**src/rtl/seven_seg_scan_driver_pkg.sv**
```systemverilog
// Shared constants and the BCD-to-segment decode for the scanned display driver.
// Segment bit 0 = a ... bit 6 = g, active-high patterns.
package seven_seg_pkg;

    localparam logic [6:0] SEG_BLANK = 7'h00;

    localparam logic [6:0] SEG_TABLE [16] = '{
        7'h3F, 7'h06, 7'h5B, 7'h4F, 7'h66,
        7'h6D, 7'h7D, 7'h07, 7'h7F, 7'h6F,
        SEG_BLANK, SEG_BLANK, SEG_BLANK,
        SEG_BLANK, SEG_BLANK, SEG_BLANK
    };

    function automatic logic [6:0] seg_decode(input logic [3:0] bcd);
        return SEG_TABLE[bcd];
    endfunction

endpackage

```
**src/rtl/seven_seg_scan_driver_scan_prescaler.sv**
```systemverilog
// Enabled wrap-around counter 0..DIV-1; tc pulses combinationally on the
// enabled cycle that wraps it back to 0.
module scan_prescaler #(
    parameter int DIV = 4
) (
    input  logic clk,
    input  logic reset,
    input  logic en,
    output logic tc
);

    localparam int W = (DIV > 1) ? $clog2(DIV) : 1;
    localparam logic [W-1:0] LAST = W'(DIV - 1);

    logic [W-1:0] cnt_q;
    logic [W-1:0] cnt_d;

    always_comb begin
        cnt_d = cnt_q;
        tc    = 1'b0;
        if (en) begin
            if (cnt_q == LAST) begin
                cnt_d = '0;
                tc    = 1'b1;
            end else begin
                cnt_d = cnt_q + W'(1);
            end
        end
    end

    always_ff @(posedge clk) begin
        if (reset) begin
            cnt_q <= '0;
        end else begin
            cnt_q <= cnt_d;
        end
    end

endmodule

```
**src/rtl/seven_seg_scan_driver.sv**
```systemverilog
// Time-multiplexed BCD-to-7-segment driver with shadow capture and blink.
// Define LEADING_ZERO_BLANK_EN to suppress leading zeros above digit 0.
module seven_seg_scan_driver
    import seven_seg_pkg::*;
#(
    parameter int NUM_DIGITS     = 3,
    parameter int SCAN_DIV       = 1000,
    parameter int BLINK_FRAMES   = 64,
    parameter int SEG_ACTIVE_LOW = 0
) (
    input  logic                      clk,
    input  logic                      reset,
    input  logic [4*NUM_DIGITS-1:0]   digits_in,
    input  logic                      load,
    input  logic                      blink,
    output logic [6:0]                seg_out,
    output logic [NUM_DIGITS-1:0]     digit_sel
);

    localparam int IW = (NUM_DIGITS > 1) ? $clog2(NUM_DIGITS) : 1;
    localparam logic [IW-1:0] LAST_IDX = IW'(NUM_DIGITS - 1);
    localparam logic [6:0] SEG_OFF = (SEG_ACTIVE_LOW != 0) ? ~SEG_BLANK : SEG_BLANK;

    logic [4*NUM_DIGITS-1:0] shadow_q, shadow_d;
    logic [IW-1:0]           idx_q, idx_d;
    logic                    phase_q, phase_d;
    logic [6:0]              seg_q, seg_d;
    logic [NUM_DIGITS-1:0]   sel_q, sel_d;

    logic       scan_tc;
    logic       frame_en;
    logic       frame_tc;
    logic [3:0] nib;
    logic       lead_zero;

    scan_prescaler #(.DIV(SCAN_DIV)) u_scan_div (
        .clk   (clk),
        .reset (reset),
        .en    (1'b1),
        .tc    (scan_tc)
    );

    // A frame completes when the digit index wraps back to 0.
    assign frame_en = scan_tc && (idx_q == LAST_IDX);

    scan_prescaler #(.DIV(BLINK_FRAMES)) u_frame_div (
        .clk   (clk),
        .reset (reset),
        .en    (frame_en),
        .tc    (frame_tc)
    );

    always_comb begin
        shadow_d = load ? digits_in : shadow_q;
        idx_d    = idx_q;
        if (scan_tc) begin
            idx_d = (idx_q == LAST_IDX) ? '0 : idx_q + IW'(1);
        end
        phase_d = phase_q ^ frame_tc;
    end

    // Outputs follow the current idx/shadow, so they lag them by one clock.
    always_comb begin
        nib       = '0;
        sel_d     = '0;
        lead_zero = 1'b0;
        for (int k = 0; k < NUM_DIGITS; k++) begin
            if (idx_q == IW'(k)) begin
                nib      = shadow_q[4*k +: 4];
                sel_d[k] = 1'b1;
`ifdef LEADING_ZERO_BLANK_EN
                lead_zero = (k != 0) && ((shadow_q >> (4*k)) == '0);
`else
                lead_zero = 1'b0;
`endif
            end
        end
        seg_d = lead_zero ? SEG_BLANK : seg_decode(nib);
        if (blink && phase_q) begin
            seg_d = SEG_BLANK;
            sel_d = '0;
        end
        if (SEG_ACTIVE_LOW != 0) begin
            seg_d = ~seg_d;
        end
    end

    always_ff @(posedge clk) begin
        if (reset) begin
            shadow_q <= '0;
            idx_q    <= '0;
            phase_q  <= 1'b0;
            seg_q    <= SEG_OFF;
            sel_q    <= '0;
        end else begin
            shadow_q <= shadow_d;
            idx_q    <= idx_d;
            phase_q  <= phase_d;
            seg_q    <= seg_d;
            sel_q    <= sel_d;
        end
    end

    assign seg_out   = seg_q;
    assign digit_sel = sel_q;

endmodule

```
**config.mk**
```make
export PLATFORM = sky130hd
export DESIGN_NAME = seven_seg_scan_driver
export DESIGN_NICKNAME = d
export VERILOG_FILES = /design/src/rtl/seven_seg_scan_driver_pkg.sv /design/src/rtl/seven_seg_scan_driver_scan_prescaler.sv /design/src/rtl/seven_seg_scan_driver.sv
export SDC_FILE = /design/constraint.sdc
export NUM_CORES = 1
export LEC_CHECK = 0
export ABC_AREA = 1
export CAP_MARGIN = 20
export CORE_MARGIN = 8
export CORE_UTILIZATION = 45
export CTS_CLUSTER_DIAMETER = 60
export DETAILED_ROUTE_END_ITERATION = 10
export GPL_ROUTABILITY_DRIVEN = 0
export MAX_ROUTING_LAYER = met4
export PLACE_DENSITY = 0.75
export SYNTH_ARGS = -nofsm -noshare
export SYNTH_HDL_FRONTEND = slang
export SYNTH_SLANG_ARGS = --single-unit
```
**constraint.sdc**
```tcl
create_clock -name clk -period 2.68 [get_ports clk]
set_input_delay 0.804 -clock clk [delete_from_list [all_inputs] [get_ports clk]]
set_output_delay 0.804 -clock clk [all_outputs]
set_load 0.05 [all_outputs]
```
# Yosys cells after proc, flatten, opt, wreduce, memory -nomap -nowiden
# Memory sizes are Yosys's and may differ from the RTL's. A register that Yosys moved wholly into a read port is not among the register bits.
# Index checks and enable logic that the tools add are counted.
# Widths: inputs -> output; s select.
[word_totals] word_cells=32 rom_bits=112 n_memories=1 regBits=34
[mem_list] name="(name not given)" words=16 word_bits=7 rd=1 rd_ports_with_merged_regs=1 wr=0 line_no="seven_seg_scan_driver_pkg.sv:15" source="return SEG_TABLE[bcd];"
[op_classes] muxes=11 n_eq_ne=4 bitwise_logic=2 n_reduce_logical=5 n_addsub=3
[ops] op="$mux 4" count=3
[ops] op="$add 10x1->10 const B" count=1
[ops] op="$eq 10x10->1 const B" count=1
[ops] op="$add 6x1->6 const B" count=1
[ops] op="$eq 6x6->1 const B" count=1
[ops] op="$mux 1" count=6
[ops] op="$mux 6" count=1
[ops] op="$not 4->5" count=1
[ops] op="$reduce_or 2->1" count=2
[ops] op="$add 2x1->2 const B" count=1
[ops] op="$eq 2x1->1 const B" count=1
[ops] op="$eq 2x2->1 const B" count=1
[ops] op="$logic_and 1x1->1" count=2
[ops] op="$logic_not 2->1" count=1
[ops] op="$mux 2" count=1
[ops] op="$xor 1x1->1" count=1

# Depth between registers and ports, before layout
[logic_depth] word_depth=5 depth_mapped=10 mapped_depth_nobuf=10

# Modules after synthesis
# From an unflattened synthesis, not the netlist that was laid out.
[unflattened] cells_unflattened=262 area_unflattened_um2=1933.1
[by_module_without_submodules] module="seven_seg_scan_driver" seq_area_each_um2=500.5 cells_each=144 area_per_inst_um2=1112.3 n_inst=1
[by_module_without_submodules] module="scan_prescaler (u_scan_div)" seq_area_each_um2=200.2 cells_each=80 area_per_inst_um2=543.0 n_inst=1
[by_module_without_submodules] module="scan_prescaler (u_frame_div)" seq_area_each_um2=120.1 cells_each=38 area_per_inst_um2=277.8 n_inst=1

# Least setup slack after synthesis
# No wires, ideal clock.
[synth_path] path_kind="flip-flop to flip-flop" startpoint="register idx_q[0]" endpoint="register seg_q[0], in the netlist seg_out[0]" n_path_buf=0 period_less_slack_ps=1647 path_stages_with_launch=9 setup_slack_ps=1033 setup_ps=70 t_arrival_ps=1577 cell_sequence="dfxtp_1 inv_2 nand2_2 nor2_1 nor3_2 inv_1 ha_1 or2_2 a21oi_1"
[synth_between] elab_chain_cells=5 elab_cells_between_ends=7 classes_between="2 x eq/ne; 3 x mux; 1 x bitwise; 1 x reduce/logical"
[synth_rtl] item="start, declared" line_no="seven_seg_scan_driver.sv:25" source="logic [IW-1:0] idx_q, idx_d;"
[synth_rtl] item="start signal, assigned" line_no="seven_seg_scan_driver.sv:97" source="idx_q <= idx_d;"
[synth_rtl] item="$logic_not 2->1" line_no="seven_seg_scan_driver.sv:68" source="if (idx_q == IW'(k)) begin"
[synth_rtl] item="$mux 4 (2 in series)" line_no="seven_seg_scan_driver.sv:68"
[synth_rtl] item="$mux 4 *" line_no="seven_seg_scan_driver.sv:68"
[synth_rtl] item="$not 4->5 (not written as such) *" line_no="seven_seg_scan_driver_pkg.sv:15"
[synth_rtl] item="end, declared" line_no="seven_seg_scan_driver.sv:27" source="logic [6:0] seg_q, seg_d;"
# Every way passes the cells marked *; elsewhere a longest branch is shown, timed or not.
# A chain may end at the register's enable or synchronous reset.

# Worst setup path after layout
[layout_path] startpoint="register seg_q[5], in the netlist seg_out[5]" endpoint="output port seg_out[5]"
[layout_rtl] item="end, declared" line_no="seven_seg_scan_driver.sv:16" source="output logic [6:0] seg_out,"
# No word-level cell between the ends.

==> out/qor.yml <==
run_status:
  status: "finished clean"
synthesis:
  syn_area_um2: 1890
  synth_cells: 264
  synth_fp_nets: 288
  ys_warn_count: 0
  synth.avg_cell_area_um2: 7.16
  synth-seq-cells: 41
  synth_sequential_area_ratio: 0.434
  netlist-cell-type-count: 24
layout:
  nets: 317
  drive_above_1_share: 0.0884
  area_growth_pct: 23.2
  insertedDiodeCount: 0
critical_path:
  r2r_cells: 8
  arrival_ns: 1.40
  crit_path_start_kind: "flip-flop"
  cp_slowest_cell: "clkdlybuf4s50_1"
  rrSetupSlack_ns: 0.83
  cp_max_fo: 1
  critPathBufInv: 1
  required_ns: 1.88
  crit_path_cell_trace: "clkdlybuf4s50_1"
  regToRegEndpoint: "seg_out[0]"
  crit_type: "flip-flop to primary output"
  cpPeakStageDelay_ns: 0.79
  cp_top_family: "buffers and inverters"
  endpoint_kind: "primary output"
  r2r_start: "idx_q[0]"
pwr:
  leakage_nw: 0.951
  power.total_mw: 1.40
  ir_worst_vdd_v: 0.000482
  power_density_nw_per_um2: 601
timing:
  worstMarginPinSlew_ns: 0.498
  fin_skew_ns: 0.00277
  fmax_mhz: 454
  min_period_ns: 2.20
  fin_crit_sh: 0.823
  report.final.slew_viol_count: 0
  rsz0062_at_grt: "no"
  setup_ws_ns: 0.475
  finalHoldViolCount: 0
  tns_ns: 0
  relSlewSlack: 0.667
  final-setup-viol-count: 0
cts:
  htree_levels: 2
  cts-resized-gates: 0
  clkTransAtPathRegs_ns: 0.08
  postCtsSetupRepairBufs: 0
  numClockSinks: 41
  tritoncts: "done"
  clk_latency_ns: 0.29
  cts-hold-fix-buffers: 0
  clockBufferDepth: 2
  cts_buffers: 5
  cts-root-buf: "clkbuf_8"
worst_hold_path:
  hold_depth: 2
  hold_end: "shadow_q[2]"
  hold_start: "shadow_q[2]"
  worstHoldPathType: "flip-flop to flip-flop"
placement:
  portBuffers: 25
  dpl.hpwl_um: 2900
  pre_cts_ws_ns: 0.588
grt:
  gr-total-overflow: 0
  grt_pass1_vias: 1585
  grt_max_degree: 16
  antenna_found_initial: 0
  grt_use_total: 0.125
  grt_pass1_wl_um: 6490
drt:
  dr.pass1.iters: 4
  route.detailed.drc: 0
  drtIter0Drc: 59
  wl_um: 3830
  avgRoutedWirePerCell_um: 11.1
  antenna_left: 0
  num_vias: 1695
  vias_per_cell: 4.93
die:
  die_width_um: 80.8
  fp-row-count: 23
  core-area_um2: 4030
  dieArea_um2: 6530
  ioPinCount: 26
  dieHeight_um: 80.8
  start_util: 0.469
job:
  drv_cap: 0
placed cells by master (no fill, tap or decap), drive strengths merged:
cell type	synthesis	final
nor2	57	57
nand2	55	55
dfxtp	41	41
inv	26	26
clkdlybuf4s50	0	25
a21oi	24	24
nand3	18	18
o21ai	14	14
ha	8	8
nor3	6	6
clkbuf	2	5
nand4	3	3
or2	2	2
bufinv	0	2
xor2	1	1
o211ai	1	1
xnor2	1	1
nor3b	1	1
o21bai	1	1
o21a	1	1
clkinv	0	1
buf	2	1
routing by layer:
layer	GRT usage	routed length, um	up-vias
met5	-	0	-
met4	0.0482	48	0
met3	0.0353	142	6
met2	0.202	1770	33
met1	0.144	1860	753
li1	-	-	903
Yosys cell counts:
cell type	count	area share
nor2_1	52	0.10
nand2_1	51	0.10
dfxtp_1	41	0.43
a21oi_1	24	0.064
inv_1	23	0.046
nand3_1	18	0.048
o21ai_0	14	0.037
ha_1	8	0.053
nand2_2	4	0.013
nor3_1	4	0.011
inv_2	3	0.0060
nand4_1	3	0.0099
nor2_2	3	0.0099
buf_1	2	0.0040
clkbuf_1	2	0.0040
nor2_4	2	0.012
nor3_2	2	0.011
or2_2	2	0.0066
nor3b_1	1	0.0040
o211ai_2	1	0.0066
o21a_1	1	0.0040
o21bai_1	1	0.0040
xnor2_1	1	0.0046
xor2_1	1	0.0046
kinds of logic after synthesis:
group | count (synthesis) | synth area share
AND/OR/NAND/NOR | 142 | 0.329
adder cells (fa/ha/maj) | 8 | 0.0529
buffers and inverters | 30 | 0.0596
AO/OA/AOI/OAI | 41 | 0.115
flip-flops | 41 | 0.434
XOR/XNOR | 2 | 0.00927
sequential cells by signal (all words and copies together) (netlist names):
register           count
seg_out                7
phase_q                1
u_scan_div.cnt_q      10
idx_q                  2
u_frame_div.cnt_q      6
digit_sel              3
shadow_q              12
report_power, final:
| group | internal [mW] | switching (mW) |
|---|---|---|
| Clock | 0.370 | 0.212 |
| Combinational | 0.0669 | 0.103 |
| Sequential | 0.637 | 0.0130 |
| Total | 1.07 | 0.328 |
per-stage QoR:
| stage | cells | utilization | hold slack, ns | area (um^2) |
|---|---|---|---|---|
| 2_1_floorplan | 264 | - | 0.428 | 1890 |
| 3_3_place_gp | 336 | 0.545 | 0.438 | 2200 |
| 3_5_place_dp | 336 | 0.545 | 0.452 | 2200 |
| 4_1_cts | 344 | 0.578 | 0.464 | 2330 |
| 5_1_grt | 344 | 0.578 | 0.497 | 2330 |
| 6_report | 344 | 0.578 | 0.464 | 2330 |
area by class of cell:
type	instances	area, um^2
clock inverters	3	65.1
well taps	50	62.6
multi-input cells	193	957
fillers	402	1700
repair buffers	26	258
clock buffers	5	68.8
inverters	26	97.6
flip-flops and latches	41	821
worst max path at each step:
stage	start	to	slack (ns)	cells after the start
floorplan	idx_q[0]	seg_out[0]	1.03	8
global placement	reset	u_scan_div.cnt_q[5]	0.62	4
global route	seg_out[6]	seg_out[6]	0.42	1
finish	seg_out[5]	seg_out[5]	0.48	1
detailed placement	load	shadow_q[9]	0.59	4
CTS	seg_out[5]	seg_out[5]	0.45	1
tightest hold or removal path, stage by stage, from the launching register on:
cell and delay (ns):
dfxtp_1 0.32, inv_1 0.05, a21oi_1 0.06
Note: power is estimated with default switching activity, not from simulation.
